$ cat src/rtl/dv_sim_ctrl_pkg.sv
// Shared constants and types for the DV simulation-control Wishbone responder.
// Register offsets are byte offsets inside the 256-byte window.
package dv_sim_ctrl_pkg;

  localparam logic [7:0] OFF_TOHOST   = 8'h00;
  localparam logic [7:0] OFF_CONSOLE  = 8'h04;
  localparam logic [7:0] OFF_CYCLE_LO = 8'h08;
  localparam logic [7:0] OFF_CYCLE_HI = 8'h0C;
  localparam logic [7:0] OFF_SCRATCH  = 8'h10;
  localparam logic [7:0] OFF_WATCHDOG = 8'h14;

  localparam logic [30:0] WDOG_CODE = 31'h7FFF_FFFF;

  typedef enum logic [1:0] {IDLE, WAIT, RESP} state_e;

  function automatic logic [31:0] byte_merge(input logic [31:0] old_v,
                                             input logic [31:0] new_v,
                                             input logic [3:0]  sel);
    logic [31:0] res;
    for (int unsigned i = 0; i < 4; i++)
      res[8*i +: 8] = sel[i] ? new_v[8*i +: 8] : old_v[8*i +: 8];
    return res;
  endfunction

endpackage

$ cat src/rtl/dv_sim_ctrl_wb_if.sv
// Wishbone B4 pipelined bus bundle for the simulation-control responder.
interface dv_sim_ctrl_wb_if;
  logic        wb_cyc_i;
  logic        wb_stb_i;
  logic        wb_we_i;
  logic [31:0] wb_adr_i;
  logic [31:0] wb_dat_i;
  logic [3:0]  wb_sel_i;
  logic        wb_stall_o;
  logic        wb_ack_o;
  logic        wb_err_o;
  logic [31:0] wb_dat_o;

  modport master (output wb_cyc_i, wb_stb_i, wb_we_i, wb_adr_i, wb_dat_i, wb_sel_i,
                  input  wb_stall_o, wb_ack_o, wb_err_o, wb_dat_o);
  modport slave  (input  wb_cyc_i, wb_stb_i, wb_we_i, wb_adr_i, wb_dat_i, wb_sel_i,
                  output wb_stall_o, wb_ack_o, wb_err_o, wb_dat_o);
endinterface

$ cat src/rtl/dv_sim_ctrl_fifo.sv
// Synchronous FIFO with full/empty flags; a push while full (and not popping)
// is discarded and flagged on o_drop.
module dv_sim_ctrl_fifo #(
  parameter int unsigned WIDTH = 8,
  parameter int unsigned DEPTH = 16
) (
  input  logic             clk,
  input  logic             rst_n,
  input  logic             i_push,
  input  logic [WIDTH-1:0] i_data,
  input  logic             i_pop,
  output logic [WIDTH-1:0] o_data,
  output logic             o_full,
  output logic             o_empty,
  output logic             o_drop
);
  localparam int unsigned AW = $clog2(DEPTH);

  logic [WIDTH-1:0] r_mem [DEPTH];
  logic [AW:0]      r_wr;
  logic [AW:0]      r_rd;
  logic             w_push;
  logic             w_pop;

  assign o_empty = (r_wr == r_rd);
  assign o_full  = (r_wr[AW] != r_rd[AW]) && (r_wr[AW-1:0] == r_rd[AW-1:0]);
  assign w_pop   = i_pop & ~o_empty;
  // A pop in the same cycle frees the slot, so a push while full still lands.
  assign w_push  = i_push & (~o_full | w_pop);
  assign o_drop  = i_push & o_full & ~w_pop;
  assign o_data  = r_mem[r_rd[AW-1:0]];

  always_ff @(posedge clk) begin
    if (!rst_n) begin
      r_wr <= '0;
      r_rd <= '0;
    end else begin
      if (w_push) r_wr <= r_wr + 1'b1;
      if (w_pop)  r_rd <= r_rd + 1'b1;
    end
  end

  always_ff @(posedge clk) begin
    if (w_push) r_mem[r_wr[AW-1:0]] <= i_data;
  end
endmodule

$ cat src/rtl/dv_sim_ctrl_wb.sv
// Wishbone B4 pipelined responder for the DV simulation-control region
// (TOHOST, console FIFO, cycle counter, scratch). DV_SIM_CTRL_WATCHDOG_EN adds a watchdog.
module dv_sim_ctrl_wb
  import dv_sim_ctrl_pkg::*;
#(
  parameter logic [31:0] BASE_ADDR   = 32'h2000_0000,
  parameter int unsigned ACK_LATENCY = 1,
  parameter int unsigned CON_DEPTH   = 16
) (
  input  logic               clk,
  input  logic               rst_n,
  dv_sim_ctrl_wb_if.slave    wb,
  output logic               test_done_o,
  output logic               test_pass_o,
  output logic [30:0]        test_code_o,
  output logic               con_valid_o,
  output logic [7:0]         con_data_o,
  input  logic               con_ready_i,
  output logic               con_overflow_o
);
  state_e      r_state;
  logic [1:0]  r_wait;
  logic        r_ack, r_err, r_rsp_err;
  logic [31:0] r_dat, r_rsp_dat;
  logic        r_done, r_pass, r_ovf;
  logic [30:0] r_code;
  logic [63:0] r_cycle;
  logic [31:0] r_shadow, r_scratch;

  logic        w_accept, w_hit, w_err;
  logic [7:0]  w_off;
  logic [31:0] w_rdata;
  logic        w_push, w_tohost_wr, w_scr_we, w_shadow_ld;
  logic        w_empty, w_full, w_drop;
  logic [7:0]  w_fifo_data;
  logic        w_unused;
`ifdef DV_SIM_CTRL_WATCHDOG_EN
  logic [31:0] r_wdog, r_wd_cnt;
  logic        r_wd_arm;
  logic        w_wd_we;
  logic [31:0] w_wd_val;
  assign w_wd_val = byte_merge(r_wdog, wb.wb_dat_i, wb.wb_sel_i);
`endif

  assign w_accept = wb.wb_cyc_i & wb.wb_stb_i & (r_state == IDLE);
  assign w_hit    = (wb.wb_adr_i[31:8] == BASE_ADDR[31:8]);
  assign w_off    = {wb.wb_adr_i[7:2], 2'b00};
  assign w_unused = ^wb.wb_adr_i[1:0];

  always_comb begin
    w_err       = 1'b0;
    w_rdata     = '0;
    w_push      = 1'b0;
    w_tohost_wr = 1'b0;
    w_scr_we    = 1'b0;
    w_shadow_ld = 1'b0;
`ifdef DV_SIM_CTRL_WATCHDOG_EN
    w_wd_we     = 1'b0;
`endif
    if (!w_hit) begin
      w_err = 1'b1;
    end else begin
      case (w_off)
        OFF_TOHOST:   if (wb.wb_we_i) begin
                        if (wb.wb_sel_i != 4'hF) w_err = 1'b1;
                        else                     w_tohost_wr = 1'b1;
                      end
        OFF_CONSOLE:  w_push = wb.wb_we_i & wb.wb_sel_i[0];
        OFF_CYCLE_LO: if (wb.wb_we_i) w_err = 1'b1;
                      else begin
                        w_rdata     = r_cycle[31:0];
                        w_shadow_ld = 1'b1;
                      end
        OFF_CYCLE_HI: if (wb.wb_we_i) w_err = 1'b1;
                      else            w_rdata = r_shadow;
        OFF_SCRATCH:  if (wb.wb_we_i) w_scr_we = 1'b1;
                      else            w_rdata  = r_scratch;
`ifdef DV_SIM_CTRL_WATCHDOG_EN
        OFF_WATCHDOG: if (wb.wb_we_i) w_wd_we = 1'b1;
                      else            w_rdata = r_wdog;
`endif
        default:      w_err = 1'b1;
      endcase
    end
  end

  // Response is decided at acceptance and replayed after the latency delay.
  always_ff @(posedge clk) begin
    if (!rst_n) begin
      r_state   <= IDLE;
      r_wait    <= '0;
      r_ack     <= 1'b0;
      r_err     <= 1'b0;
      r_dat     <= '0;
      r_rsp_err <= 1'b0;
      r_rsp_dat <= '0;
    end else begin
      r_ack <= 1'b0;
      r_err <= 1'b0;
      r_dat <= '0;
      case (r_state)
        IDLE: if (w_accept) begin
          r_rsp_err <= w_err;
          r_rsp_dat <= w_rdata;
          if (ACK_LATENCY > 1) begin
            r_state <= WAIT;
            r_wait  <= 2'(ACK_LATENCY - 1);
          end else begin
            r_state <= RESP;
            r_ack   <= ~w_err;
            r_err   <= w_err;
            r_dat   <= w_rdata;
          end
        end
        WAIT: if (!wb.wb_cyc_i) begin
          r_state <= IDLE;
        end else if (r_wait == 2'd1) begin
          r_state <= RESP;
          r_ack   <= ~r_rsp_err;
          r_err   <= r_rsp_err;
          r_dat   <= r_rsp_dat;
        end else begin
          r_wait <= r_wait - 2'd1;
        end
        default: r_state <= IDLE;
      endcase
    end
  end

  always_ff @(posedge clk) begin
    if (!rst_n) begin
      r_cycle   <= '0;
      r_shadow  <= '0;
      r_scratch <= '0;
      r_done    <= 1'b0;
      r_pass    <= 1'b0;
      r_code    <= '0;
      r_ovf     <= 1'b0;
`ifdef DV_SIM_CTRL_WATCHDOG_EN
      r_wdog    <= '0;
      r_wd_cnt  <= '0;
      r_wd_arm  <= 1'b0;
`endif
    end else begin
      r_cycle <= r_cycle + 64'd1;
      if (w_accept && w_shadow_ld) r_shadow  <= r_cycle[63:32];
      if (w_accept && w_scr_we)    r_scratch <= byte_merge(r_scratch, wb.wb_dat_i, wb.wb_sel_i);
      if (w_drop)                  r_ovf     <= 1'b1;
`ifdef DV_SIM_CTRL_WATCHDOG_EN
      if (w_accept && w_wd_we) begin
        r_wdog   <= w_wd_val;
        r_wd_cnt <= w_wd_val;
        r_wd_arm <= |w_wd_val;
      end else if (r_wd_arm) begin
        if (r_wd_cnt == 32'd1) begin
          r_wd_arm <= 1'b0;
          r_wd_cnt <= '0;
          if (!r_done) begin
            r_done <= 1'b1;
            r_pass <= 1'b0;
            r_code <= WDOG_CODE;
          end
        end else begin
          r_wd_cnt <= r_wd_cnt - 32'd1;
        end
      end
`endif
      if (w_accept && w_tohost_wr && (|wb.wb_dat_i) && !r_done) begin
        r_done <= 1'b1;
        r_pass <= (wb.wb_dat_i == 32'd1);
        r_code <= wb.wb_dat_i[31:1];
      end
    end
  end

  dv_sim_ctrl_fifo #(.WIDTH(8), .DEPTH(CON_DEPTH)) u_con_fifo (
    .clk     (clk),
    .rst_n   (rst_n),
    .i_push  (w_accept & w_push),
    .i_data  (wb.wb_dat_i[7:0]),
    .i_pop   (con_ready_i),
    .o_data  (w_fifo_data),
    .o_full  (w_full),
    .o_empty (w_empty),
    .o_drop  (w_drop)
  );

  assign wb.wb_stall_o  = (r_state != IDLE);
  assign wb.wb_ack_o    = r_ack;
  assign wb.wb_err_o    = r_err;
  assign wb.wb_dat_o    = r_dat;
  assign test_done_o    = r_done;
  assign test_pass_o    = r_pass;
  assign test_code_o    = r_code;
  assign con_valid_o    = ~w_empty;
  assign con_data_o     = w_empty ? 8'h00 : w_fifo_data;
  assign con_overflow_o = r_ovf;
endmodule

$ cat src/flat_wrapper.sv
// flat-port wrapper written by rule: the top's interface ports become plain ports
module dv_sim_ctrl_wb_flat import dv_sim_ctrl_pkg::*;
#(
  parameter logic [31:0] BASE_ADDR   = 32'h2000_0000,
  parameter int unsigned ACK_LATENCY = 1,
  parameter int unsigned CON_DEPTH   = 16
)
  (clk, rst_n, test_done_o, test_pass_o, test_code_o, con_valid_o, con_data_o, con_ready_i, con_overflow_o, wb_wb_cyc_i, wb_wb_stb_i, wb_wb_we_i, wb_wb_adr_i, wb_wb_dat_i, wb_wb_sel_i, wb_wb_stall_o, wb_wb_ack_o, wb_wb_err_o, wb_wb_dat_o);
  dv_sim_ctrl_wb_if wb_i ();
  input  logic clk;
  input  logic rst_n;
  output logic test_done_o;
  output logic test_pass_o;
  output logic [30:0] test_code_o;
  output logic con_valid_o;
  output logic [7:0] con_data_o;
  input  logic con_ready_i;
  output logic con_overflow_o;
  input wire logic [$bits(wb_i.wb_cyc_i)-1:0] wb_wb_cyc_i;
  input wire logic [$bits(wb_i.wb_stb_i)-1:0] wb_wb_stb_i;
  input wire logic [$bits(wb_i.wb_we_i)-1:0] wb_wb_we_i;
  input wire logic [$bits(wb_i.wb_adr_i)-1:0] wb_wb_adr_i;
  input wire logic [$bits(wb_i.wb_dat_i)-1:0] wb_wb_dat_i;
  input wire logic [$bits(wb_i.wb_sel_i)-1:0] wb_wb_sel_i;
  output wire logic [$bits(wb_i.wb_stall_o)-1:0] wb_wb_stall_o;
  output wire logic [$bits(wb_i.wb_ack_o)-1:0] wb_wb_ack_o;
  output wire logic [$bits(wb_i.wb_err_o)-1:0] wb_wb_err_o;
  output wire logic [$bits(wb_i.wb_dat_o)-1:0] wb_wb_dat_o;
  assign wb_i.wb_cyc_i = wb_wb_cyc_i;
  assign wb_i.wb_stb_i = wb_wb_stb_i;
  assign wb_i.wb_we_i = wb_wb_we_i;
  assign wb_i.wb_adr_i = wb_wb_adr_i;
  assign wb_i.wb_dat_i = wb_wb_dat_i;
  assign wb_i.wb_sel_i = wb_wb_sel_i;
  assign wb_wb_stall_o = wb_i.wb_stall_o;
  assign wb_wb_ack_o = wb_i.wb_ack_o;
  assign wb_wb_err_o = wb_i.wb_err_o;
  assign wb_wb_dat_o = wb_i.wb_dat_o;
  dv_sim_ctrl_wb #(.BASE_ADDR(BASE_ADDR), .ACK_LATENCY(ACK_LATENCY), .CON_DEPTH(CON_DEPTH)) u_core (.clk(clk), .rst_n(rst_n), .wb(wb_i), .test_done_o(test_done_o), .test_pass_o(test_pass_o), .test_code_o(test_code_o), .con_valid_o(con_valid_o), .con_data_o(con_data_o), .con_ready_i(con_ready_i), .con_overflow_o(con_overflow_o));
endmodule
$ cat config.mk
export PLATFORM = sky130hd
export DESIGN_NAME = dv_sim_ctrl_wb_flat
export DESIGN_NICKNAME = d
export VERILOG_FILES = /design/src/rtl/dv_sim_ctrl_pkg.sv /design/src/rtl/dv_sim_ctrl_wb_if.sv /design/src/rtl/dv_sim_ctrl_fifo.sv /design/src/rtl/dv_sim_ctrl_wb.sv /design/src/flat_wrapper.sv
export SDC_FILE = /design/constraint.sdc
export NUM_CORES = 1
export LEC_CHECK = 0
export CAP_MARGIN = 20
export CORE_UTILIZATION = 40
export DETAILED_ROUTE_END_ITERATION = 10
export PLACE_DENSITY = 0.62
export SYNTH_ARGS = -nofsm -noshare
export SYNTH_HDL_FRONTEND = slang
export SYNTH_HIERARCHICAL = 1
export SYNTH_SLANG_ARGS = --single-unit
$ cat constraint.sdc
create_clock -name clk -period 8.25 [get_ports clk]
set_input_delay 0.825 -clock clk [delete_from_list [all_inputs] [get_ports clk]]
set_output_delay 0.825 -clock clk [all_outputs]
set_load 0.02 [all_outputs]
### Word level (Yosys, flattened, before mapping)

Memory sizes are Yosys's and may differ from the RTL's. A register that Yosys moved wholly into a read port is not among the register bits.
Cells that the tools add are included.

| operators by class | value |
|---|---|
| add/sub/neg operators | 4 |
| equal/unequal tests | 14 |
| muxes and demuxes | 42 |
| bitwise logic cells | 15 |
| reductions and logical operators | 20 |

Operators by type and width:

| cell | number |
|---|---|
| $mux 32 | 7 |
| $pmux 32 s3 | 1 |
| $add 64x1->64 const B | 1 |
| $pmux 32 s2 | 1 |
| $eq 32x1->1 const B | 1 |
| $reduce_or 32->1 | 1 |
| $eq 24x22->1 const B | 1 |
| $mux 1 | 23 |
| $eq 6x2->1 const B | 2 |
| $reduce_and 2->1 | 6 |
| $add 5x1->5 const B | 2 |
| $and 1x1->1 | 8 |
| $logic_not 8->1 | 1 |
| $mux 4 | 2 |
| $mux 8 | 1 |
| $eq 6x1->1 const B | 1 |
| $eq 6x3->1 const B | 1 |
| $logic_and 1x1->1 | 6 |
| $mux 2 | 3 |
| $not 1->1 | 6 |
| $eq 5x5->1 | 1 |
| $eq 2x1->1 const B | 2 |
| $eq 4x4->1 | 1 |
| $ne 4x4->1 const B | 1 |
| 13 further kinds | 15 |

| storage, ports and cells | value |
|---|---|
| register bits | 243 |
| memory bits (writable) | 128 |
| output and inout port bits | 78 |
| word-level logic and storage cells | 115 |
| memories kept | 1 |

Memory list:

| name | depth | width | read ports | clocked after Yosys merged registers in | write ports | RTL line | text |
|---|---|---|---|---|---|---|---|
| u_core.u_con_fifo.r_mem | 16 | 8 | 1 | 1 | 1 | dv_sim_ctrl_fifo.sv:19 | `logic [WIDTH-1:0] r_mem [DEPTH];` |

### Longest topological paths before layout

Gate-level depths: netlist of run 1.

| logic depth | value |
|---|---|
| depth after elaboration | 8 |
| gate-level depth with buffers | 8 |
| depth with buffers taken out | 7 |

### Modules after synthesis

Netlist of run 1, hierarchy kept.

Modules (own cells, without submodules):

| module | times used | cells an instance | area each (µm²) | seq. area each (µm²) |
|---|---|---|---|---|
| dv_sim_ctrl_wb | 1 | 935 | 8,338.0 | 3,943.8 |
| dv_sim_ctrl_fifo | 1 | 268 | 5,729.2 | 4,124.0 |

### Worst setup path after synthesis of run 1

OpenSTA, ideal clock, no wires.

| timing path | value |
|---|---|
| path kind | in2reg |
| from | in wb_wb_adr_i[2] |
| to | mem u_core.u_con_fifo.r_mem[11][0] (enable) |
| data arrival time | 2.858 ns |
| path slack | 5.006 ns |
| stages on the path | 7 |
| path buffers | 2 |
| path through | clkbuf_1 -> buf_1 -> nand3b_1 -> nor4_1 -> nand2_1 -> a21o_1 -> nor3b_1 |

| between the ends | value |
|---|---|
| longest elaborated chain between the ends | 7 |

Ends and longest elaborated chain:

| what | RTL line | text |
|---|---|---|
| start: declaration | flat_wrapper.sv:22 | `input wire logic [$bits(wb_i.wb_adr_i)-1:0] wb_wb_adr_i;` |
| $eq 6x1->1 | dv_sim_ctrl_wb.sv:63 | `case (w_off)` |
| $mux 1 | dv_sim_ctrl_wb.sv:63 |  |
| $mux 1 | dv_sim_ctrl_wb.sv:60 | `if (!w_hit) begin` |
| $and 1x1->1 | dv_sim_ctrl_wb.sv:179 | `.i_push (w_accept & w_push),` |
| $and 1x1->1 | dv_sim_ctrl_fifo.sv:29 | `assign w_push = i_push & (~o_full \| w_pop);` |
| $mux 1 | dv_sim_ctrl_fifo.sv:44 | `if (w_push) r_mem[r_wr[AW-1:0]] <= i_data;` |
| $mux 1 (not written as such) | dv_sim_ctrl_fifo.sv:44 |  |
| end: declaration | dv_sim_ctrl_fifo.sv:19 |  |

Every way passes these cells.

==> impl_metrics.json, run 1 <==
{
  "wl_per_cell_um": 19.0,
  "final_hold_viol_count": 0,
  "area_growth_pct": 21.2,
  "crit_type": "register to primary output",
  "vias_per_cell": 5.30,
  "diodes": 0,
  "dp_hpwl_um": 23200,
  "ir_worst_vdd_uv": 117,
  "synth_cells": 1203,
  "swShare_pct": 21.1,
  "cts_setup_buffers": 0,
  "yosysWarningCount": 6,
  "arrival_ns": 3.47,
  "core_area_um2": 34500,
  "tns_ns": 0,
  "seq_area_frac_synth_pct": 57.4,
  "rows": 68,
  "synth_area_um2": 14100,
  "nNetsFinal": 1418,
  "gp_congestion": 0.784,
  "synth_seq_cells": 339,
  "cts_resized": 0,
  "cap_violations": 0,
  "vias": 9662,
  "start_util_pct": 40.7,
  "synth.avg_cell_area_um2": 11.7,
  "synth_cell_types": 57,
  "dieArea_um2": 35900,
  "grt_pass1_wl_um": 53800,
  "synthesis.nets": 1283,
  "grt_overflow": 0,
  "drive_gt1_share_pct": 10.3,
  "synth_top_area_share_pct": 30.0,
  "p_per_area_nw_per_um2": 198,
  "ant_nets": 0,
  "die_x_um": 190,
  "root_buffer": "clkbuf_16",
  "multi_input_area_um2": 5620,
  "clock-sinks": 339,
  "yosys.area.top_type": "dfxtp_1",
  "antenna_found_initial": 1,
  "postLayoutCellArea_um2": 17000,
  "drv_slew": 0,
  "grt_pass1_vias": 9245,
  "intPower_mw": 2.66,
  "p_leak_nw": 5.66,
  "hold_class": "register to register",
  "clkTransAtPathRegs_ns": 0.06,
  "slew_headroom_pct": 26.9,
  "numCtsBuffers": 37,
  "start_kind": "register",
  "p_clk_share_pct": 45.5,
  "final_util_pct": 49.3,
  "switching_power_mw": 0.711,
  "grt_use_total_pct": 19.4,
  "finalClockSkew_ns": 0.0132,
  "status": "complete, no violations",
  "finalPower_mw": 3.37,
  "fill_cells": 3136,
  "drt_iter0_markers": 606,
  "cp_max_fo": 32,
  "die_y_um": 190,
  "p_comb_share_pct": 2.9,
  "drt-pass1-iter-count": 5,
  "boundaryPins": 152,
  "synth.area.top_cells": "dfxtp_1, edfxtp_1, mux4_1, mux2i_1, nand2_1",
  "clk_latency_ns": 0.53,
  "grt_setup_unrepaired": "no",
  "clock_path_buffers": 3,
  "tritoncts": "yes",
  "endpoint_kind": "primary output",
  "seq_area_um2": 8070,
  "io_buffers": 149,
  "cts.htree.levels": 2,
  "critical_path_required_ns": 7.42,
  "worst_pin_slew_ns": 1.10,
  "hold_buffers": 0,
  "period_share_pct": 52.0,
  "routed_wl_um": 34700,
  "seq_power_share_pct": 51.6,
  "setup_viol": 0,
  "grt_max_degree": 105,
  "timing.final.crit_period_ns": 4.29,
  "fmax_mhz": 233,
  "route.detailed.drc": 0,
  "dpl-instance-area_um2": 15900
}
path summary, 6_finish.rpt:
| path | from | to | slack, ns | depth (start not counted) |
|---|---|---|---|---|
| max | register | con_data_o[0] | 3.96 | 4 |
| min | u_core/test_code_o[25] | u_core/test_code_o[25] | 0.46 | 2 |
| max reg2reg | u_core/r_state[1] | u_core/u_con_fifo/r_mem[1][3] | 5.10 | 5 |
| min reg2reg | u_core/test_code_o[25] | u_core/test_code_o[25] | 0.46 | 2 |
power by group through the flow:
stage	Combinational, mW	Clock [mW]	Sequential (mW)
finish	0.0982	1.53	1.74
global route	0.107	1.64	1.74
CTS	0.0994	1.57	1.74
detailed placement	0.0988	0	1.77
global placement	0.0975	0	1.77
floorplan	0.0334	0	1.77
cell usage after synthesis, drive strengths merged:
| cell type | count |
|---|---|
| o21bai | 1 |
| a21boi | 2 |
| o211ai | 2 |
| nor3b | 2 |
| and4 | 5 |
| nand2 | 152 |
| and2 | 18 |
| a41oi | 1 |
| or3 | 17 |
| or4b | 1 |
| nor2b | 12 |
| nand2b | 2 |
| a31o | 1 |
| and3b | 2 |
| o21ai | 60 |
| ha | 6 |
| and4bb | 1 |
| nor4b | 1 |
| a21o | 1 |
| nor3 | 9 |
| o211a | 1 |
| a21oi | 25 |
| xnor2 | 13 |
| xor2 | 38 |
| mux2 | 31 |
| edfxtp | 128 |
| nor4 | 23 |
| buf | 25 |
| nand3b | 1 |
| or4 | 6 |
| and3 | 22 |
| mux2i | 57 |
| nand4 | 35 |
| dfxtp | 211 |
| clkbuf | 46 |
| o31ai | 4 |
| nand3 | 69 |
| o21a | 1 |
| nand4b | 1 |
| inv | 10 |
| nor2 | 88 |
| a22oi | 32 |
| mux4 | 40 |
per-layer routing:
| layer | wire length [µm] | GRT usage [%] | part of all wire, % | up-vias |
|---|---|---|---|---|
| li1 | - | - | - | 4676 |
| met1 | 15700 | 26.6 | 45 | 4693 |
| met2 | 16300 | 31.2 | 47 | 253 |
| met3 | 2180 | 4.57 | 6.3 | 38 |
| met4 | 525 | 4.34 | 1.5 | 2 |
| met5 | 13 | 0 | 0.037 | - |
cell usage in the layout (no fill, tap or decap), types with 6 or more instances in the layout:
cell type          n
edfxtp_1         128
ha_1               6
nand2_1          152
nand3_1           68
clkdlybuf4s50_1  147
o21ai_0           55
a21oi_1           24
a22oi_1           32
clkbuf_1          17
and3_1            22
mux4_2            16
mux2i_1           57
mux4_1            24
clkinv_2           6
nand4_1           33
buf_4             17
nor2b_1           12
xor2_1            38
clkbuf_16         37
xnor2_1           13
inv_1              9
dfxtp_1          209
mux2_2            31
or3_1             17
nor4_1            14
and2_1            18
nor3_1             8
nor2_1            88
cell type report:
cell class / count / share of cell area, %
Inverter: 10 / 0.220
Sequential cell: 339 / 47.3
Clock inverter: 10 / 0.448
Tap cell: 455 / 3.34
Timing Repair Buffer: 167 / 9.52
Multi-Input combinational cell: 783 / 33.0
Clock buffer: 58 / 6.13
logic make-up after synthesis:
logic type,count (synthesis),share of synthesized area (%)
buffers and inverters,81,2.71
AND/OR/NAND/NOR,467,17.0
XOR/XNOR,51,3.18
multiplexers,128,13.6
flip-flops,339,57.4
adder cells (fa/ha/maj),6,0.534
AO/OA/AOI/OAI,131,5.62
worst max-delay path, cell delays in order (launching register included):
cell and delay (ns):
dfxtp_2 1.01, mux4_1 0.76, mux4_2 0.48, nor2b_1 0.14, clkdlybuf4s50_1 0.55
metrics by stage:
stage	instances	hold slack [ns]	worst slack, ns
2_1_floorplan	1203	0.428	5.01
3_3_place_gp	1752	0.443	4.04
3_5_place_dp	1752	0.445	3.97
4_1_cts	1820	0.462	3.86
5_1_grt	1822	0.475	3.79
6_report	1822	0.459	3.96
sequential cells by signal (all words and copies together), names as in the netlist, named ones only:
register	count
u_core/test_pass_o	1
u_core/r_state	1
u_core/wb.wb_err_o	1
u_core/wb.wb_ack_o	1
u_core/r_shadow	32
u_core/wb.wb_dat_o	32
u_core/test_code_o	31
u_core/u_con_fifo/r_wr	5
u_core/r_cycle	64
u_core/u_con_fifo/r_rd	5
u_core/test_done_o	1
u_core/u_con_fifo/r_mem	128
u_core/r_scratch	32
u_core/con_overflow_o	1
Note: power is estimated with default switching activity, not from simulation.
==> inputs of run 2 (changes only) <==
==> constraint.sdc (replaced) <==
create_clock -name clk -period 4.45 [get_ports clk]
set_input_delay 0.445 -clock clk [delete_from_list [all_inputs] [get_ports clk]]
set_output_delay 0.445 -clock clk [all_outputs]
set_load 0.02 [all_outputs]
==> impl_metrics.json, run 2 (synthesis gave the netlist of run 1 again) <==
{
  "hold_class": "input port to register",
  "start_util_pct": 40.7,
  "largest_register_ffs": 128,
  "ant_nets": 0,
  "vias": 9669,
  "antenna_found_initial": 1,
  "die_y_um": 190,
  "clkTransAtPathRegs_ns": 0.06,
  "routed_wl_um": 35000,
  "final_hold_viol_count": 0,
  "post-place-cells": 1761,
  "slew_headroom_pct": 31.6,
  "diodes": 0,
  "clk_latency_ns": 0.52,
  "arrival_ns": 3.36,
  "p_per_area_nw_per_um2": 371,
  "status": "complete, no violations",
  "period_share_pct": 85.4,
  "final_cell_mix": "dfxtp_1, nand2_1, clkdlybuf4s50_1, edfxtp_1, nor2_1",
  "boundaryPins": 152,
  "drv_slew": 0,
  "timing.final.crit_period_ns": 3.80,
  "clock-sinks": 339,
  "hold_buffers": 0,
  "ir_worst_vdd_uv": 234,
  "drt-pass1-iter-count": 5,
  "tns_ns": 0,
  "die_x_um": 190,
  "dieArea_um2": 35900,
  "worst_pin_slew_ns": 1.03,
  "fmax_mhz": 263,
  "gp_congestion": 0.815,
  "drive_gt1_share_pct": 11.0,
  "grt_overflow": 0,
  "dp_hpwl_um": 23900,
  "endpoint_kind": "primary output",
  "grt_setup_unrepaired": "no",
  "crit_type": "register to primary output",
  "numCtsBuffers": 36,
  "cap_violations": 0,
  "setup_viol": 0,
  "layoutNonFillerInstCount": 1826,
  "layout_commonest_cell": "dfxtp_1",
  "cts.htree.levels": 2,
  "p_leak_nw": 5.72,
  "rows": 68,
  "start_kind": "register",
  "grt_use_total_pct": 19.2,
  "root_buffer": "clkbuf_16",
  "grt_pass1_wl_um": 52900,
  "cts_setup_buffers": 0,
  "area_growth_pct": 21.9,
  "vias_per_cell": 5.30,
  "finalClockSkew_ns": 0.0213,
  "wl_per_cell_um": 19.2,
  "io_buffers": 149,
  "critical_path_required_ns": 4.01,
  "nNetsFinal": 1425,
  "grt_pass1_vias": 9101,
  "cp_max_fo": 18,
  "core_area_um2": 34500,
  "tritoncts": "yes",
  "drt_iter0_markers": 781,
  "clock_path_buffers": 3,
  "cts_resized": 0,
  "grt_max_degree": 81,
  "route.detailed.drc": 0,
  "finalPower_mw": 6.36
}
==> run 2: where the power goes <==
group	total, mW	switching, mW	internal, mW
logic	0.185	0.105	0.0791
clock network	2.95	1.22	1.73
registers	3.22	0.00271	3.22
total	6.36	1.33	5.03
==> run 2: stage by stage <==
| step | area [µm²] | util, % | hold WS [ns] | setup WS (ns) |
|---|---|---|---|---|
| 3_5_place_dp | 16000 | 46.2 | 0.450 | 0.813 |
| 6_report | 17100 | 49.6 | 0.415 | 0.648 |
| 4_1_cts | 17100 | 49.6 | 0.413 | 0.592 |
| 3_3_place_gp | 16000 | 46.2 | 0.442 | 0.965 |
| 2_1_floorplan | 14100 | - | 0.428 | 1.59 |
| 5_1_grt | 17100 | 49.6 | 0.454 | 0.537 |
==> run 2: path summary, 6_finish.rpt <==
path / from / to / slack (ns) / depth (start not counted)
hold / removal: rst_n / u_core/r_scratch[5] / 0.42 / 3
hold reg to reg: u_core/r_shadow[31] / u_core/r_shadow[31] / 0.46 / 2
setup / recovery: register / con_data_o[5] / 0.65 / 5
setup reg to reg: u_core/r_state[1] / u_core/u_con_fifo/r_mem[12][4] / 1.67 / 6
==> run 2: layer usage <==
metal / wire, µm / vias up / GRT usage (%) / part of all wire, %
li1: - / 4698 / - / -
met1: 16200 / 4704 / 26.4 / 46
met2: 16400 / 217 / 31.1 / 47
met3: 1840 / 48 / 3.84 / 5.2
met4: 584 / 2 / 4.71 / 1.7
met5: 12 / - / 0 / 0.034
==> run 2: worst max-delay path, cell delays in order, from the launching register on <==
cell             delay (ns)
dfxtp_2                0.74
buf_4                  0.34
mux4_1                 0.60
mux4_2                 0.47
nor2b_1                0.14
clkdlybuf4s50_1        0.55
==> run 2: final cells by class <==
type / instances / area [µm²]
clock inverters: 16 / 150
well taps: 455 / 569
repair buffers: 175 / 1680
multi-input cells: 783 / 5620
inverters: 10 / 37.5
clock buffers: 48 / 1020
flip-flops and latches: 339 / 8070
fillers: 3120 / 17400
